==> src/rtl/shift_add_mult_pkg.sv <==
// Shared types and constants for the shift-add multiplier: FSM state encoding
// and the default operand width.
package shift_add_mult_pkg;

    localparam int DEFAULT_WIDTH = 8;

    typedef enum logic [1:0] {
        IDLE = 2'd0,
        CALC = 2'd1,
        DONE = 2'd2
    } state_t;

endpackage

==> src/rtl/shift_add_mult_dp.sv <==
// Datapath of the shift-add multiplier: multiplier/multiplicand shift registers,
// accumulator, step counter and last-step detection (SHIFT_ADD_MULT_EARLY_TERM_EN adds zero-detect exit).
module shift_add_mult_dp #(
    parameter int WIDTH = shift_add_mult_pkg::DEFAULT_WIDTH
) (
    input  logic                 clk,
    input  logic                 n_rst,
    input  logic                 start,
    input  logic                 step,
    input  logic [WIDTH-1:0]     a,
    input  logic [WIDTH-1:0]     b,
    output logic [2*WIDTH-1:0]   acc_next,
    output logic                 last_step
);

    localparam int PW = 2 * WIDTH;
    localparam int CW = $clog2(WIDTH + 1);

    logic [WIDTH-1:0] mplier_r;
    logic [PW-1:0]    mcand_r;
    logic [PW-1:0]    acc_r;
    logic [CW-1:0]    cnt_r;
    logic [WIDTH-1:0] mplier_shift_s;
    logic [PW-1:0]    addend_s;
    logic             count_last_s;

    // Operand load on accept, one shift-add step per CALC cycle.
    always_ff @(posedge clk) begin
        if (!n_rst) begin
            mplier_r <= {WIDTH{1'b0}};
            mcand_r  <= {PW{1'b0}};
            acc_r    <= {PW{1'b0}};
            cnt_r    <= {CW{1'b0}};
        end else if (start) begin
            mplier_r <= a;
            mcand_r  <= {{WIDTH{1'b0}}, b};
            acc_r    <= {PW{1'b0}};
            cnt_r    <= {CW{1'b0}};
        end else if (step) begin
            mplier_r <= mplier_shift_s;
            mcand_r  <= {mcand_r[PW-2:0], 1'b0};
            acc_r    <= acc_next;
            cnt_r    <= cnt_r + CW'(1);
        end
    end

    // Next accumulator value and exit condition for the current step.
    always_comb begin
        addend_s       = mplier_r[0] ? mcand_r : {PW{1'b0}};
        acc_next       = acc_r + addend_s;
        mplier_shift_s = {1'b0, mplier_r[WIDTH-1:1]};
        count_last_s   = (cnt_r == CW'(WIDTH - 1));
`ifdef SHIFT_ADD_MULT_EARLY_TERM_EN
        // Once no set multiplier bits remain, further steps cannot change the sum.
        last_step      = count_last_s || (mplier_shift_s == {WIDTH{1'b0}});
`else
        last_step      = count_last_s;
`endif
    end

endmodule

==> src/rtl/shift_add_mult_param.sv <==
// Sequential shift-add unsigned multiplier with valid/ready handshakes on both sides.
// Optional macro SHIFT_ADD_MULT_EARLY_TERM_EN shortens CALC once the multiplier runs out of ones.
module shift_add_mult_param #(
    parameter int WIDTH = shift_add_mult_pkg::DEFAULT_WIDTH
) (
    input  logic                 clk,
    input  logic                 n_rst,
    input  logic                 in_valid,
    output logic                 in_ready,
    input  logic [WIDTH-1:0]     a,
    input  logic [WIDTH-1:0]     b,
    output logic                 out_valid,
    input  logic                 out_ready,
    output logic [2*WIDTH-1:0]   product,
    output logic                 busy
);

    import shift_add_mult_pkg::*;

    state_t             state_r;
    state_t             state_s;
    logic               start_s;
    logic               step_s;
    logic               finish_s;
    logic               last_step_s;
    logic [2*WIDTH-1:0] acc_next_s;
    logic [2*WIDTH-1:0] product_r;
    logic               in_ready_r;
    logic               out_valid_r;
    logic               busy_r;

    shift_add_mult_dp #(
        .WIDTH(WIDTH)
    ) u_dp (
        .clk      (clk),
        .n_rst    (n_rst),
        .start    (start_s),
        .step     (step_s),
        .a        (a),
        .b        (b),
        .acc_next (acc_next_s),
        .last_step(last_step_s)
    );

    // Next-state and datapath control decode.
    always_comb begin
        state_s  = state_r;
        start_s  = 1'b0;
        step_s   = 1'b0;
        finish_s = 1'b0;
        case (state_r)
            IDLE: begin
                if (in_valid) begin
                    start_s = 1'b1;
                    state_s = CALC;
                end else begin
                    state_s = IDLE;
                end
            end
            CALC: begin
                step_s = 1'b1;
                if (last_step_s) begin
                    finish_s = 1'b1;
                    state_s  = DONE;
                end else begin
                    state_s  = CALC;
                end
            end
            DONE: begin
                if (out_ready) begin
                    state_s = IDLE;
                end else begin
                    state_s = DONE;
                end
            end
            default: begin
                state_s = IDLE;
            end
        endcase
    end

    // State register; handshake flags are registered from the next state.
    always_ff @(posedge clk) begin
        if (!n_rst) begin
            state_r     <= IDLE;
            in_ready_r  <= 1'b1;
            out_valid_r <= 1'b0;
            busy_r      <= 1'b0;
            product_r   <= {(2*WIDTH){1'b0}};
        end else begin
            state_r     <= state_s;
            in_ready_r  <= (state_s == IDLE);
            out_valid_r <= (state_s == DONE);
            busy_r      <= (state_s != IDLE);
            if (finish_s) begin
                product_r <= acc_next_s;
            end
        end
    end

    assign in_ready  = in_ready_r;
    assign out_valid = out_valid_r;
    assign busy      = busy_r;
    assign product   = product_r;

endmodule

==> config.mk <==
export PLATFORM = sky130hd
export DESIGN_NAME = shift_add_mult_param
export DESIGN_NICKNAME = d
export VERILOG_FILES = /design/src/rtl/shift_add_mult_pkg.sv /design/src/rtl/shift_add_mult_dp.sv /design/src/rtl/shift_add_mult_param.sv
export SDC_FILE = /design/constraint.sdc
export NUM_CORES = 1
export LEC_CHECK = 0
export BUFFER_PORTS_ARGS = -buffer_cell sky130_fd_sc_hd__buf_2
export CAP_MARGIN = 20
export CORE_MARGIN = 8
export CORE_UTILIZATION = 60
export DETAILED_ROUTE_END_ITERATION = 10
export PLACE_DENSITY = 0.82
export SLEW_MARGIN = 25
export SYNTH_ARGS = -nofsm -noshare
export SYNTH_HDL_FRONTEND = slang
export SYNTH_SLANG_ARGS = --single-unit
export TNS_END_PERCENT = 1
==> constraint.sdc <==
create_clock -name clk -period 5.38 [get_ports clk]
set_input_delay 1.614 -clock clk [delete_from_list [all_inputs] [get_ports clk]]
set_output_delay 1.614 -clock clk [all_outputs]
set_load 0.01 [all_outputs]
==> results of run 1 <==
[worst max-delay path by stage]
stage	to	slack, ns
floorplan	u_dp.mcand_r[1]$_SDFFE_PN0P_	2.69
global placement	u_dp.acc_r[13]$_SDFFE_PP0N_	2.15
detailed placement	u_dp.acc_r[13]$_SDFFE_PP0N_	2.11
global route	u_dp.mcand_r[2]$_SDFFE_PN0P_	2.28
finish	u_dp.acc_r[13]$_SDFFE_PP0N_	2.47
CTS	u_dp.acc_r[13]$_SDFFE_PP0N_	2.47
[routing by layer]
metal,part of all wire (%),up-vias
li1,-,1424
met4,3.0,0
met2,44,80
met1,47,1296
met5,0,-
met3,5.9,18
[state kept, by name, summed over array words and instances (netlist names)]
name,cells
product,16
u_dp.acc_r,16
u_dp.mcand_r,16
u_dp.mplier_r,8
u_dp.cnt_r,4
state_r,2
busy,1
in_ready,1
out_valid,1
[final cells by class]
cell class,instances,area [um^2]
multi-input cells,303,1860
inverters,2,7.51
repair buffers,41,213
well taps,72,90.1
clock inverters,6,57.6
flip-flops and latches,65,1300
fillers,454,1730
clock buffers,10,138
[report_power, final]
part           switching (uW)  total (uW)  leakage [uW]  internal (uW)
Sequential               9.16         502      0.000527            493
Combinational            44.8        69.8      0.000846           25.0
Clock                     184         407      0.000102            223
[kinds of logic after synthesis]
| group | count (synthesis) | share of synthesized area (%) |
|---|---|---|
| AND/OR/NAND/NOR | 165 | 23.8 |
| AO/OA/AOI/OAI | 103 | 21.3 |
| flip-flops | 65 | 39.6 |
| buffers and inverters | 26 | 3.62 |
| adder cells (fa/ha/maj) | 17 | 6.71 |
| XOR/XNOR | 16 | 4.27 |
| multiplexers | 2 | 0.648 |
[per-stage QoR]
step	instances	utilization [%]	instance area (um^2)	hold slack [ns]	total power (uW)
floorplan	394	-	3280	0.436	559
global placement	483	64.3	3480	0.443	579
detailed placement	483	64.3	3480	0.453	582
CTS	499	67.9	3670	0.463	985
global route	499	67.9	3670	0.478	1010
finish	499	67.9	3670	0.460	979
[tightest hold or removal path: cells and delay by family, from the launching register on]
kind             cells  cell delay, ns
AO/OA/AOI/OAI        1            0.05
AND/OR/NAND/NOR      1            0.05
flip-flops           1            0.32
[cells in the final DEF (no fill, tap or decap), drive strengths merged, types with 2 or more instances in the layout]
| cell type | n |
|---|---|
| nand2 | 92 |
| dfxtp | 65 |
| buf | 41 |
| a21oi | 31 |
| a21boi | 28 |
| and2 | 18 |
| nor2 | 18 |
| ha | 16 |
| a22oi | 14 |
| xnor2 | 13 |
| nand3 | 11 |
| clkbuf | 10 |
| o21ai | 9 |
| nand4 | 6 |
| a21o | 5 |
| clkinv | 4 |
| or3 | 4 |
| nand3b | 3 |
| o21a | 3 |
| nand4b | 3 |
| xor2 | 3 |
| inv | 2 |
| or2 | 2 |
| o211ai | 2 |
| nor2b | 2 |
==> impl_metrics.toml, run 1 <==
[worst_hold_path]
hp-start = "u_dp.acc_r[14]$_SDFFE_PP0N_"
hold_path_class = "flop to flop"
min_to = "u_dp.acc_r[14]$_SDFFE_PP0N_"
whs_path_depth = 2

[global_route]
grt_use_met1_pct = 22.8
met3_usage_pct = 4.32
antenna_found_initial = 0
grt_first_pass_wirelength_mm = 12.7
gr-total-overflow = 0
track_usage_pct = 18.7
grt_max_degree = 44
grt_use_met2_pct = 29.4
grt_pass1_vias = 2750
busiest_layer = "met2"

[logic_synthesis]
synth_edf_count = 0
synth_top_area_share_pct = 39.6
seq_area_frac_synth_pct = 39.6
yosysMostFrequentCell = "nand2_1"
synth_cells = 394
syn_nets = 431
ys.flop_type = "dfxtp_1"
ys_warn_count = 0
yosysTopAreaCell = "dfxtp_1"
async_reset_ff_share_pct = 0
synth_cell_type_count = 53
ys_top_cells_by_count = "nand2_1 (92), dfxtp_1 (65), a21oi_1 (31)"
synth-seq-cells = 65
syn_avg_cell_area_um2 = 8.33
synth.area.top_cells = "dfxtp_1 (40%), nand2_1 (11%), a21boi_0 (6.2%)"
netlist_area_um2 = 3280

[power]
vdd_drop_max_v = 0.000221
p_leak_uw = 0.00147
power_density_nw_per_um2 = 267

[sta]
fin_crit_ns = 2.91
finalHoldViolCount = 0
fin_skew_ns = 0.00790
setup_tns_ns = 0
setup_viol = 0
maxSlewViolCount = 0
relSlewSlack_pct = 40.6
fmax_ghz = 0.344
setup_ws_ns = 2.47
worstMarginPinSlew_ns = 0.888
grt_setup_unrepaired = "no"
finalCritPeriodShare_pct = 54.1

[final_layout]
syn_to_final_growth_pct = 11.9
drive_above_1_share_pct = 16.4
diodes = 0
final_nets = 459

[floorplan]
die_h_um = 90.0
rows = 27
core_um2 = 5410
dieArea_um2 = 8090
die_x_um = 90.0
ios = 39
start_util_pct = 60.7

[clocking]
root_buffer = "clkbuf_8"
clkTransAtPathRegs_ns = 0.07
postCtsHoldBufs = 0
ctsResizeCount = 0
h-tree-depth = 3
post_cts_buffers = 0
cts.sinks = 65
clkLatencyLatePin_ns = 0.34
cts-buffers-inserted = 9
cts_tree = "built"
cts_buffer_depth = 2

[setup_path]
critPathArrivalTime_ns = 3.18
worst-setup-path-type = "input pin to flop"
r2r-end = "u_dp.acc_r[10]$_SDFFE_PP0N_"
r2r-start = "u_dp.mplier_r[0]$_SDFFE_PN0P_"
rrSetupSlack_ns = 2.60
crit_chain = "buf_2, nand2_1, buf_4, or3_1, mux2_2, o211ai_1"
slowest_delay_ns = 0.47
crit_path_start_kind = "input pin"
critPathTopFamily = "buffers and inverters"
crit_start = "n_rst"
worstSetupEndpointType = "flop"
path_depth = 6
cp_data_required_time_ns = 5.65
reg2regPathDepth = 10
crit_slowest_cell = "buf_2"
critPathMaxFanout = 40
cp.buffers_inverters = 2

[detailed_routing]
detail-route-antenna-nets = 0
drc = 0
finalWirelength_mm = 7.45
wl_per_cell_um = 14.9
drtIter0Drc = 177
viasPerCell = 5.65
num_vias = 2818
firstDrtPassIters = 5

[placement]
gp_congestion = 0.892
pre_cts_ws_ns = 2.11
dp_hpwl_mm = 5.30
numPortBuffers = 38

[flow_run]
maxCapViolCount = 0

[outcome]
status = "complete, no violations"
Power figures use the tool's default switching activity.
==> run 2, diff against run 1 <==
--- a/config.mk
+++ b/config.mk
@@ -8,9 +8,9 @@
 export BUFFER_PORTS_ARGS = -buffer_cell sky130_fd_sc_hd__buf_2
 export CAP_MARGIN = 20
 export CORE_MARGIN = 8
-export CORE_UTILIZATION = 60
+export CORE_UTILIZATION = 58
 export DETAILED_ROUTE_END_ITERATION = 10
-export PLACE_DENSITY = 0.82
+export PLACE_DENSITY = 0.79
 export SLEW_MARGIN = 25
 export SYNTH_ARGS = -nofsm -noshare
 export SYNTH_HDL_FRONTEND = slang
==> constraint.sdc (replaced) <==
create_clock -name clk -period 2.9 [get_ports clk]
set_input_delay 0.87 -clock clk [delete_from_list [all_inputs] [get_ports clk]]
set_output_delay 0.87 -clock clk [all_outputs]
set_load 0.01 [all_outputs]
==> run 2 against run 1 <==
Sequential share of layout area fell by 0.66 points. Power increased by 95%. Combinational power grew 100%. Design area rose by 1.9%. Final cell count grew 1.2%. Register-to-register slack lost 2.2 ns. Clock skew grew 0.0028 ns. Largest cell class unchanged.
==> impl_metrics.toml, run 2 (same netlist as run 1, synthesis figures left out) <==
[outcome]
status = "complete, no violations"

[global_route]
antenna_found_initial = 0
grt_pass1_vias = 2638
grt_max_degree = 44
gr-total-overflow = 0
track_usage_pct = 17.7
grt_first_pass_wirelength_mm = 12.3

[setup_path]
critPathArrivalTime_ns = 2.77
critPathTopFamily = "simple AND/OR/NAND/NOR gates"
path_common_cell = "a21oi_1"
crit_chain = "buf_4, and2_1, ha_1, a21oi_1, a21oi_1, or4_4, and3b_1, a32o_1"
slowest_delay_ns = 0.54
crit_slowest_cell = "or4_4"
critPathMaxFanout = 12
worstSetupEndpointType = "flop"
worst-setup-path-type = "flop to flop"
cp.buffers_inverters = 1
cp_data_required_time_ns = 3.12
crit_path_start_kind = "flop"

[sta]
finalHoldViolCount = 0
fin_crit_ns = 2.55
fmax_ghz = 0.393
relSlewSlack_pct = 69.6
setup_ws_ns = 0.353
maxSlewViolCount = 0
worstMarginPinSlew_ns = 0.455
setup_viol = 0
finalCritPeriodShare_pct = 87.8
fin_skew_ns = 0.0107
grt_setup_unrepaired = "no"
setup_tns_ns = 0

[floorplan]
core_um2 = 5470
dieArea_um2 = 8320
rows = 27
die_h_um = 91.2
ios = 39
start_util_pct = 60.0
die_x_um = 91.2

[detailed_routing]
wl_per_cell_um = 14.5
drc = 0
detail-route-antenna-nets = 0
viasPerCell = 5.65
drtIter0Drc = 196
finalWirelength_mm = 7.32
firstDrtPassIters = 5
num_vias = 2851

[clocking]
root_buffer = "clkbuf_8"
postCtsHoldBufs = 0
post_cts_buffers = 0
h-tree-depth = 3
cts.sinks = 65
ctsResizeCount = 0
clkLatencyLatePin_ns = 0.33
clkTransAtPathRegs_ns = 0.07
cts_tree = "built"
cts_buffer_depth = 2
cts-buffers-inserted = 9

[final_layout]
syn_to_final_growth_pct = 14.0
n_fill_cell = 477
final_nets = 465
drive_above_1_share_pct = 17.3
layout_commonest_cell = "nand2_1"
diodes = 0
final_cell_mix = "nand2_1 (92), dfxtp_1 (65), buf_2 (38)"

[power]
switchingPower_uw = 433
intPower_uw = 1470
vdd_drop_max_v = 0.000334
p_comb_share_pct = 7.3
clkPwrFrac_pct = 44.0
switching_share_pct = 22.7
power_density_nw_per_um2 = 510
seq_power_share_pct = 48.7
p_leak_uw = 0.00152

[placement]
numPortBuffers = 38
gp_congestion = 0.967
dp_hpwl_mm = 5.27
pre_cts_ws_ns = 0.367

[worst_hold_path]
hold_path_class = "flop to flop"

[flow_run]
maxCapViolCount = 0
-- run 2: changes by cell type in the layout (fill, tap and decap cells not counted), sizes merged --
| cell | change |
|---|---|
| clkinv | -1 |
| bufinv | +1 |
| buf | +6 |
| clkbuf | +1 |
| clkinvlp | -1 |
-- run 2: metrics by stage --
| step | instance area (um^2) | std cells | hold slack, ns | utilization (%) | total power (uW) |
|---|---|---|---|---|---|
| floorplan | 3280 | 394 | 0.436 | - | 1040 |
| global placement | 3520 | 489 | 0.441 | 64.3 | 1080 |
| detailed placement | 3520 | 489 | 0.454 | 64.3 | 1090 |
| CTS | 3740 | 505 | 0.463 | 68.4 | 1920 |
| global route | 3740 | 505 | 0.482 | 68.4 | 1970 |
| finish | 3740 | 505 | 0.459 | 68.4 | 1910 |
-- run 2: power groups by stage --
| stage | Combinational, uW | Sequential, uW | Clock, uW |
|---|---|---|---|
| 2_1_floorplan | 91.7 | 946 | 0 |
| 3_5_place_dp | 139 | 949 | 0 |
| 6_report | 140 | 928 | 838 |
| 5_1_grt | 157 | 930 | 886 |
| 4_1_cts | 139 | 928 | 849 |
| 3_3_place_gp | 137 | 948 | 0 |
-- run 2: worst register-to-register path: stages, from the launching register on --
cell and delay [ns]:
dfxtp_1 0.34, buf_4 0.17, and2_1 0.15, ha_1 0.36, a21oi_1 0.35, a21oi_1 0.15
or4_4 0.54, and3b_1 0.18, a32o_1 0.20
-- run 2: cell type report --
cell class	instances	area (um^2)	share of cell area (%)
Sequential cell	65	1300	34.8
Timing Repair Buffer	47	258	6.89
Inverter	2	7.51	0.201
Multi-Input combinational cell	303	1860	49.8
Clock inverter	5	78.8	2.11
Clock buffer	11	141	3.78
Tap cell	72	90.1	2.41
-- run 2: final timing paths --
check	end	depth (start not counted)	slack (ns)	startpoint
max	product[15]$_SDFFE_PN0N_	8	0.35	u_dp.mplier_r[0]$_SDFFE_PN0P_
min	u_dp.acc_r[9]$_SDFFE_PP0N_	2	0.46	u_dp.acc_r[9]$_SDFFE_PP0N_
max reg2reg	product[15]$_SDFFE_PN0N_	8	0.35	u_dp.mplier_r[0]$_SDFFE_PN0P_
min reg2reg	u_dp.acc_r[9]$_SDFFE_PP0N_	2	0.46	u_dp.acc_r[9]$_SDFFE_PP0N_
-- run 2: routing by layer --
layer / vias to the layer above / track usage (%) / share of wire, %
met3: 9 / 5.19 / 6.2
met2: 78 / 27.3 / 46
met5: - / 0 / 0
met4: 0 / 7.23 / 1.1
li1: 1438 / - / -
met1: 1326 / 22.6 / 47
